## src/rtl/conv2_fmap_mem_read.sv

```systemverilog
// Address generator for the conv1 output feature-map RAM feeding the conv2 MAC.
// It walks a KxK window over two channel halves in parallel and emits tap markers aligned to the RAM read data.
module conv2_fmap_mem_read #(
  parameter int FMAP_W   = 12,
  parameter int K        = 5,
  parameter int CH_HALF  = 3,
  parameter int RAM_LAT  = 1,
  parameter int ADDR_W   = 10,
  parameter int HALF_OFF = 432
) (
  input  logic              clk,
  input  logic              reset,
  input  logic              start,
  input  logic              enable,
  output logic [ADDR_W-1:0] addr0,
  output logic [ADDR_W-1:0] addr1,
  output logic              tap_valid,
  output logic              tap_first,
  output logic              tap_last,
  output logic [2:0]        out_row,
  output logic [2:0]        out_col,
  output logic              busy,
  output logic              done,
  output logic [1:0]        state_o
);

  localparam logic [1:0] S_IDLE = 2'd0;
  localparam logic [1:0] S_RUN  = 2'd1;
  localparam logic [1:0] S_DONE = 2'd2;

  localparam logic [2:0] K_MAX   = 3'(K - 1);
  localparam logic [1:0] CH_MAX  = 2'(CH_HALF - 1);
  localparam logic [2:0] OUT_MAX = 3'(FMAP_W - K);

  localparam logic [ADDR_W-1:0] CH_STRIDE  = ADDR_W'(FMAP_W * FMAP_W);
  localparam logic [ADDR_W-1:0] ROW_STRIDE = ADDR_W'(FMAP_W);
  localparam logic [ADDR_W-1:0] HALF_BASE  = ADDR_W'(HALF_OFF);

  logic [1:0]        state_q, state_d;
  logic [2:0]        kc_q, kc_d, kr_q, kr_d, ocol_q, ocol_d, orow_q, orow_d;
  logic [1:0]        ch_q, ch_d;
  logic [ADDR_W-1:0] addr0_q, addr0_d, addr1_q, addr1_d;

  logic issue, first_flag, last_flag, final_tap;

  // Marker pipeline: stage 0 holds issue-time values, stage RAM_LAT-1 lines up with RAM data.
  logic [RAM_LAT-1:0] vld_q, fst_q, lst_q;
  logic [2:0]         row_q [RAM_LAT];
  logic [2:0]         col_q [RAM_LAT];

  assign issue      = (state_q == S_RUN) && enable;
  assign first_flag = issue && (kc_q == 3'd0) && (kr_q == 3'd0) && (ch_q == 2'd0);
  assign last_flag  = issue && (kc_q == K_MAX) && (kr_q == K_MAX) && (ch_q == CH_MAX);
  assign final_tap  = last_flag && (ocol_q == OUT_MAX) && (orow_q == OUT_MAX);

  always_comb begin
    state_d = state_q;
    kc_d    = kc_q;
    kr_d    = kr_q;
    ch_d    = ch_q;
    ocol_d  = ocol_q;
    orow_d  = orow_q;
    case (state_q)
      S_IDLE: begin
        if (start) begin
          state_d = S_RUN;
          kc_d    = '0;
          kr_d    = '0;
          ch_d    = '0;
          ocol_d  = '0;
          orow_d  = '0;
        end
      end
      S_RUN: begin
        if (issue) begin
          // kc innermost, then kr, ch, ocol, orow; the final tap wraps everything to 0.
          if (kc_q == K_MAX) begin
            kc_d = '0;
            if (kr_q == K_MAX) begin
              kr_d = '0;
              if (ch_q == CH_MAX) begin
                ch_d = '0;
                if (ocol_q == OUT_MAX) begin
                  ocol_d = '0;
                  orow_d = (orow_q == OUT_MAX) ? 3'd0 : orow_q + 3'd1;
                end else begin
                  ocol_d = ocol_q + 3'd1;
                end
              end else begin
                ch_d = ch_q + 2'd1;
              end
            end else begin
              kr_d = kr_q + 3'd1;
            end
          end else begin
            kc_d = kc_q + 3'd1;
          end
          if (final_tap) state_d = S_DONE;
        end
      end
      S_DONE: begin
        if (start) begin
          state_d = S_RUN;
          kc_d    = '0;
          kr_d    = '0;
          ch_d    = '0;
          ocol_d  = '0;
          orow_d  = '0;
        end
      end
      default: state_d = S_IDLE;
    endcase

    // Address always tracks the next counter value, so the registered address presents the current tap.
    addr0_d = ADDR_W'(ch_d) * CH_STRIDE
            + (ADDR_W'(orow_d) + ADDR_W'(kr_d)) * ROW_STRIDE
            + ADDR_W'(ocol_d) + ADDR_W'(kc_d);
    addr1_d = addr0_d + HALF_BASE;
  end

  always_ff @(posedge clk or posedge reset) begin
    if (reset) begin
      state_q <= S_IDLE;
      kc_q    <= '0;
      kr_q    <= '0;
      ch_q    <= '0;
      ocol_q  <= '0;
      orow_q  <= '0;
      addr0_q <= '0;
      addr1_q <= HALF_BASE;
    end else begin
      state_q <= state_d;
      kc_q    <= kc_d;
      kr_q    <= kr_d;
      ch_q    <= ch_d;
      ocol_q  <= ocol_d;
      orow_q  <= orow_d;
      addr0_q <= addr0_d;
      addr1_q <= addr1_d;
    end
  end

  always_ff @(posedge clk or posedge reset) begin
    if (reset) begin
      vld_q <= '0;
      fst_q <= '0;
      lst_q <= '0;
      for (int i = 0; i < RAM_LAT; i++) begin
        row_q[i] <= '0;
        col_q[i] <= '0;
      end
    end else begin
      vld_q[0] <= issue;
      fst_q[0] <= first_flag;
      lst_q[0] <= last_flag;
      row_q[0] <= orow_q;
      col_q[0] <= ocol_q;
      for (int i = 1; i < RAM_LAT; i++) begin
        vld_q[i] <= vld_q[i-1];
        fst_q[i] <= fst_q[i-1];
        lst_q[i] <= lst_q[i-1];
        row_q[i] <= row_q[i-1];
        col_q[i] <= col_q[i-1];
      end
    end
  end

  assign addr0     = addr0_q;
  assign addr1     = addr1_q;
  assign tap_valid = vld_q[RAM_LAT-1];
  assign tap_first = fst_q[RAM_LAT-1];
  assign tap_last  = lst_q[RAM_LAT-1];
  assign out_row   = row_q[RAM_LAT-1];
  assign out_col   = col_q[RAM_LAT-1];
  assign busy      = (state_q == S_RUN);
  assign done      = (state_q == S_DONE);
  assign state_o   = state_q;

endmodule
```

## config.mk

```make
export PLATFORM = sky130hd
export DESIGN_NAME = conv2_fmap_mem_read
export DESIGN_NICKNAME = d
export VERILOG_FILES = /design/src/rtl/conv2_fmap_mem_read.sv
export SDC_FILE = /design/constraint.sdc
export NUM_CORES = 1
export LEC_CHECK = 0
export ABC_AREA = 1
export BUFFER_PORTS_ARGS = -buffer_cell sky130_fd_sc_hd__buf_2
export CAP_MARGIN = 10
export CORE_ASPECT_RATIO = 1.2
export CORE_MARGIN = 4
export CORE_UTILIZATION = 55
export DETAILED_ROUTE_END_ITERATION = 8
export MAX_ROUTING_LAYER = met4
export PLACE_DENSITY = 0.76
export SETUP_SLACK_MARGIN = 0.4
export SLEW_MARGIN = 20
export SYNTH_ARGS = -nofsm -noshare
export SYNTH_HDL_FRONTEND = slang
export SYNTH_SLANG_ARGS = --single-unit
```

## constraint.sdc

```tcl
create_clock -name clk -period 9.9 [get_ports clk]
set_clock_uncertainty 0.15 [all_clocks]
set_input_delay 0.495 -clock clk [delete_from_list [all_inputs] [get_ports clk]]
set_output_delay 0.495 -clock clk [all_outputs]
set_load 0.1 [all_outputs]
```

==> results.json, run 1 <==
{
  "status": "complete, no violations",
  "dpl.cell_count": 333,
  "hpwl_mm": 3.42,
  "drv_cap": 0,
  "peakVddDrop_v": 0.000208,
  "synth_edf_count": 0,
  "vias": 1676,
  "critPathLaunchType": "flip-flop",
  "syn_to_final_growth_pct": 13.9,
  "drc": 0,
  "worstPathArrival_ns": 4.95,
  "cts_root_buf": "clkbuf_8",
  "ctsResizeCount": 0,
  "synth_xor_xnor_area_share": 0.0265,
  "route.antenna.remaining_nets": 0,
  "r2r-start": "kc_q[0]$_DFF_PP0_",
  "rows": 25,
  "yosysUniqueCellTypes": 33,
  "rsz0062_at_grt": "no",
  "ctsHoldBuffers": 0,
  "layout_common_cells": "nand2_1, inv_1, dfrtp_1, buf_2, ha_1",
  "crit_path_frequent_cell": "nand2_1",
  "initial_core_util": 0.579,
  "grt_pass1_wl_mm": 7.50,
  "htree_levels": 2,
  "synth_nets": 281,
  "worstReg2RegEnd": "addr1[8]$_DFF_PP1_",
  "synth_simple_gate_area_share": 0.204,
  "drive_gt1_frac": 0.206,
  "postSynthCellCount": 246,
  "timing_hold_violations_final": 0,
  "cp_max_fo": 8,
  "ff2ff_setup_slack_ns": 5.04,
  "yosys.area_share.adder": 0.180,
  "finalCritPeriodShare": 0.491,
  "ctsLongestPathBuffers": 2,
  "cp_slowest_cell": "fa_1",
  "io_buffers": 36,
  "post_cts_buffers": 0,
  "avgSynthCellArea_um2": 9.42,
  "antenna_found_initial": 0,
  "synth.area.mux_share": 0,
  "layout_commonest_cell": "nand2_1",
  "maxSlewViolCount": 0,
  "die_x_um": 67.3,
  "first_global_vias": 1698,
  "powerDensity_nw_per_um2": 327,
  "grt_max_degree": 42,
  "critPathKind": "flip-flop to flip-flop",
  "cp.required_ns": 9.99,
  "grt.overflow.total": 0,
  "cp-end-kind": "flip-flop",
  "synth_top_family_by_area": "simple AND/OR/NAND/NOR gates",
  "worstSkewPairLatency_ns": 0.29,
  "antenna_cells": 0,
  "async_flop_share": 1.00,
  "clock_sinks": 41,
  "core_um2": 4000,
  "slew_headroom": 0.564,
  "period_minus_slack_ns": 4.86,
  "nets": 321,
  "ioPinCount": 37,
  "viasPerCell": 4.91,
  "ys.flop_type": "dfrtp_1",
  "cts_tree": "yes",
  "hp-class": "primary input to asynchronous set/reset pin",
  "wl_mm": 4.15,
  "fin_util": 0.659,
  "setup_tns_ns": 0,
  "wl_per_cell_um": 12.2,
  "worst_slew_pin_slew_ns": 0.648,
  "power.leakage_nw": 1.57,
  "synth_compound_area_frac": 0.0594,
  "drtIter0Drc": 79,
  "dieArea_um2": 5320,
  "numCtsBuffers": 5,
  "setup_viol": 0,
  "synth_warnings": 0,
  "synth_area_um2": 2320,
  "ys_seq_area_frac": 0.445,
  "clk_pin_slew_ns": 0.08,
  "die_h_um": 79.1,
  "grt_util_all_layers": 0.191,
  "drtPass1Iterations": 4,
  "routabilityCongestion": 0.923,
  "synth_seq_cells": 41,
  "stdcell_count": 341,
  "max_stage_delay_ns": 0.49,
  "r2r_cells": 29,
  "fmax_mhz": 206
}
[worst max path at each step]
stage / slack [ns] / depth (start not counted) / startpoint / end
final: 5.04 / 29 / kc_q[0]$_DFF_PP0_ / addr1[8]$_DFF_PP1_
after global routing: 4.63 / 29 / kc_q[0]$_DFF_PP0_ / addr1[8]$_DFF_PP1_
after CTS: 5.01 / 29 / kc_q[0]$_DFF_PP0_ / addr1[8]$_DFF_PP1_
after detailed placement: 4.92 / 25 / start / addr1[8]$_DFF_PP1_
after global placement: 5.01 / 25 / start / addr1[8]$_DFF_PP1_
after floorplan: 4.42 / 29 / state_o[0]$_DFFE_PP0P_ / addr1[8]$_DFF_PP1_
[through the flow]
step	worst slack [ns]	power, mW	cell area (um2)	hold slack (ns)
floorplan	4.42	0.683	2320	0.228
CTS	5.01	0.874	2640	0.174
detailed placement	4.92	0.760	2540	0.251
global placement	5.01	0.749	2540	0.247
finish	5.04	0.862	2640	0.164
global route	4.63	0.932	2640	0.202
[power by group]
part / switching, mW / internal, mW / leakage, nW / total (mW)
Clock: 0.0564 / 0.0564 / 0.0512 / 0.113
Sequential: 0.0181 / 0.214 / 0.535 / 0.232
Combinational: 0.408 / 0.109 / 0.985 / 0.517
[synth_stat cells, types with 2 or more instances]
| cell type | number | area [um2] |
|---|---|---|
| inv_1 | 40 | 150 |
| o21ai_0 | 7 | 35.0 |
| fa_1 | 4 | 80.1 |
| nand2_4 | 2 | 22.5 |
| xnor2_1 | 2 | 17.5 |
| nand2_1 | 57 | 214 |
| dfstp_2 | 4 | 105 |
| nand4_1 | 3 | 18.8 |
| inv_2 | 2 | 7.51 |
| o22ai_1 | 2 | 12.5 |
| nor2_1 | 6 | 22.5 |
| nand3b_1 | 2 | 15.0 |
| xor2_1 | 5 | 43.8 |
| o211ai_1 | 2 | 15.0 |
| a21oi_1 | 3 | 15.0 |
| dfrtp_1 | 37 | 926 |
| buf_4 | 4 | 30.0 |
| o31ai_1 | 2 | 15.0 |
| nand3_1 | 22 | 110 |
| ha_1 | 27 | 338 |
[layer usage]
| metal | track usage | share of wire | up-vias |
|---|---|---|---|
| li1 | - | - | 870 |
| met1 | 0.226 | 0.43 | 773 |
| met2 | 0.314 | 0.51 | 23 |
| met3 | 0.0382 | 0.029 | 10 |
| met4 | 0.0811 | 0.026 | 0 |
| met5 | - | 0 | - |
[sequential cells by signal, summed over array words and instances, names as in the netlist, 2 cells and up]
signal / flops
addr0: 6
addr1: 10
ch_q: 2
kc_q: 3
kr_q: 3
ocol_q: 3
orow_q: 3
out_col: 3
out_row: 3
state_o: 2
[worst max-delay path: cells and delay by family (launching register included)]
| kind | cells | cell delay (ns) |
|---|---|---|
| xor+xnor | 1 | 0.16 |
| flops | 1 | 0.40 |
| fa+ha+maj | 8 | 2.30 |
| simple gates | 14 | 1.28 |
| buf+inv | 6 | 0.48 |
[layout make-up]
cell class / count / area (um2)
Fill cell: 345 / 1370
Multi-Input combinational cell: 158 / 1090
Sequential cell: 41 / 1030
Timing Repair Buffer: 37 / 188
Inverter: 43 / 166
Clock buffer: 6 / 82.6
Tap cell: 54 / 67.6
Clock inverter: 2 / 13.8
[cells by family after synthesis]
group,Yosys count
XOR/XNOR,7
AO/OA/AOI/OAI,22
adder cells (fa/ha/maj),31
AND/OR/NAND/NOR,98
flip-flops,41
buffers and inverters,47
Power figures use the tool's default switching activity.
==> run 2, diff against run 1 <==
--- a/config.mk
+++ b/config.mk
@@ -10,10 +10,10 @@
 export CAP_MARGIN = 10
 export CORE_ASPECT_RATIO = 1.2
 export CORE_MARGIN = 4
-export CORE_UTILIZATION = 55
+export CORE_UTILIZATION = 51
 export DETAILED_ROUTE_END_ITERATION = 8
 export MAX_ROUTING_LAYER = met4
-export PLACE_DENSITY = 0.76
+export PLACE_DENSITY = 0.74
 export SETUP_SLACK_MARGIN = 0.4
 export SLEW_MARGIN = 20
 export SYNTH_ARGS = -nofsm -noshare
==> constraint.sdc (replaced) <==
create_clock -name clk -period 4.06 [get_ports clk]
set_clock_uncertainty 0.15 [all_clocks]
set_input_delay 0.203 -clock clk [delete_from_list [all_inputs] [get_ports clk]]
set_output_delay 0.203 -clock clk [all_outputs]
set_load 0.1 [all_outputs]
==> run 2 against run 1 <==
  * Clock power grew to 3.1 times the previous value
  * Non-clock buffer count is 52 higher
  * Combinational power grew to 3.3 times the previous value
  * Setup slack worse by 5.3 ns
  * Final area is 25% higher
  * Clock-buffer cell count is 1 higher
  * Hold slack worse by 0.097 ns
  * Via count is 20% higher
  * Cell count is 16% higher
  * Critical endpoint is now addr1[9]$_DFF_PP0_
  * Largest cell class unchanged
  * Critical path depth is 1 lower
  * The flow now finishes with violations (setup timing)
==> results.json, run 2 (synthesized netlist as in run 1, its figures left out) <==
{
  "status": "finished, violations left",
  "violations": "setup timing",
  "syn_to_final_growth_pct": 42.8,
  "first_global_vias": 1957,
  "grt_pass1_wl_mm": 8.84,
  "layout_common_cells": "buf_4, nand2_1, buf_2, dfrtp_1, inv_1",
  "core_um2": 4330,
  "antenna_cells": 0,
  "power.leakage_nw": 1.86,
  "initial_core_util": 0.536,
  "peakVddDrop_v": 0.000465,
  "cp-end-kind": "flip-flop",
  "cp_max_fo": 4,
  "cp_slowest_cell": "fa_2",
  "fin_util": 0.765,
  "maxSlewViolCount": 0,
  "fill_cells": 269,
  "wl_per_cell_um": 15.1,
  "r2r-start": "kc_q[0]$_DFF_PP0_",
  "crit_path_start": "kc_q[0]$_DFF_PP0_",
  "p_sw_frac": 0.529,
  "clk_pin_slew_ns": 0.08,
  "internal_power_mw": 1.25,
  "path_delay_family": "adder cells",
  "drive_gt1_frac": 0.478,
  "drtPass1Iterations": 4,
  "worst-path-buf-inv": 5,
  "grt.overflow.total": 0,
  "largest_register_ff_count": 10,
  "die_x_um": 69.5,
  "dieArea_um2": 5690,
  "p_sw_mw": 1.40,
  "vias": 2014,
  "die_h_um": 81.8,
  "critPathLaunchType": "flip-flop",
  "worstSkewPairLatency_ns": 0.30,
  "worst_slack_ns": -0.239,
  "setup_viol": 9,
  "ctsLongestPathBuffers": 2,
  "hp-class": "primary input to flip-flop",
  "grt_util_all_layers": 0.206,
  "period_minus_slack_ns": 4.30,
  "seqPwrFrac": 0.215,
  "place_area_um2": 2890,
  "critical_path_depth": 28,
  "power.share.clock": 0.130,
  "cp.required_ns": 4.11,
  "rsz0062_at_grt": "yes",
  "worstPathArrival_ns": 4.35,
  "timing_hold_violations_final": 0,
  "drc": 0,
  "grt_max_degree": 30,
  "route.antenna.remaining_nets": 0,
  "worst_slew_pin_slew_ns": 0.624,
  "numCtsBuffers": 5,
  "ioPinCount": 37,
  "hpwl_mm": 3.96,
  "final_cell_area_um2": 3310,
  "wl_mm": 5.96,
  "cts_tree": "yes",
  "worstSetupEndpoint": "addr1[9]$_DFF_PP0_",
  "fmax_mhz": 233,
  "powerDensity_nw_per_um2": 800,
  "nets": 373,
  "combPwrFrac": 0.654,
  "finalCritPeriodShare": 1.06,
  "hold_depth": 3,
  "max_stage_delay_ns": 0.52,
  "rows": 26,
  "clock_sinks": 41,
  "viasPerCell": 5.10,
  "cts_root_buf": "clkbuf_8",
  "worstReg2RegEnd": "addr1[9]$_DFF_PP0_",
  "ff2ff_setup_slack_ns": -0.24,
  "r2r_cells": 28,
  "htree_levels": 2,
  "layout_commonest_cell": "buf_4",
  "slew_headroom": 0.579,
  "critPathKind": "flip-flop to flip-flop",
  "io_buffers": 36,
  "antenna_found_initial": 0,
  "drtIter0Drc": 81,
  "drv_cap": 0,
  "routabilityCongestion": 0.831
}
-- run 2: cell type report --
| type | count | area (um2) | area share |
|---|---|---|---|
| multi-input cells | 158 | 1330 | 0.402 |
| flip-flops and latches | 41 | 1040 | 0.313 |
| repair buffers | 89 | 584 | 0.177 |
| inverters | 43 | 171 | 0.0518 |
| clock buffers | 7 | 86.3 | 0.0261 |
| well taps | 56 | 70.1 | 0.0212 |
| clock inverters | 1 | 30.0 | 0.00908 |
-- run 2: routing by layer --
| metal | vias to the layer above | GRT usage | wire length [um] |
|---|---|---|---|
| li1 | 973 | - | - |
| met1 | 975 | 0.230 | 2380 |
| met2 | 46 | 0.348 | 3150 |
| met3 | 20 | 0.0416 | 223 |
| met4 | 0 | 0.115 | 203 |
| met5 | - | - | 0 |
-- run 2: worst min-delay path, stage by stage --
cell and delay (ns):
buf_2 0.09, buf_4 0.10, o32ai_1 0.08
-- run 2: per-stage QoR --
step	std cells	power [mW]	setup TNS [ns]	hold slack, ns	setup slack, ns
2_1_floorplan	246	1.74	-8.11	0.163	-0.921
3_3_place_gp	373	2.02	-1.36	0.245	-0.236
3_5_place_dp	373	2.05	-2.25	0.249	-0.349
4_1_cts	384	2.48	-0.860	0.0542	-0.181
5_1_grt	395	2.80	-3.25	0.0792	-0.445
6_report	395	2.65	-1.52	0.0669	-0.239
-- run 2: worst min-delay path by stage --
| stage | startpoint | to | slack (ns) |
|---|---|---|---|
| after floorplan | start | state_o[1]$_DFFE_PP0P_ | 0.16 |
| after global placement | orow_q[2]$_DFF_PP0_ | out_row[2]$_DFF_PP0_ | 0.24 |
| after global routing | start | state_o[1]$_DFFE_PP0P_ | 0.08 |
| after CTS | reset | addr1[0]$_DFF_PP0_ | 0.05 |
| final | start | state_o[1]$_DFFE_PP0P_ | 0.07 |
| after detailed placement | ocol_q[2]$_DFF_PP0_ | out_col[2]$_DFF_PP0_ | 0.25 |
-- run 2: power by group through the flow --
stage	Combinational [mW]	Clock, mW	Sequential (mW)
detailed placement	1.48	0	0.570
global placement	1.45	0	0.562
floorplan	0.713	0	1.02
CTS	1.57	0.345	0.566
global route	1.85	0.370	0.580
finish	1.73	0.345	0.569
-- run 2: repair_timing --
action                                  in CTS  in global routing
hold endpoints to repair                     0                 24
hold buffers                                 0                  1
setup buffers                                3                 10
pin swaps                                    4                 20
endpoints found under the setup margin      11                 11
gates resized for setup                     17                 33
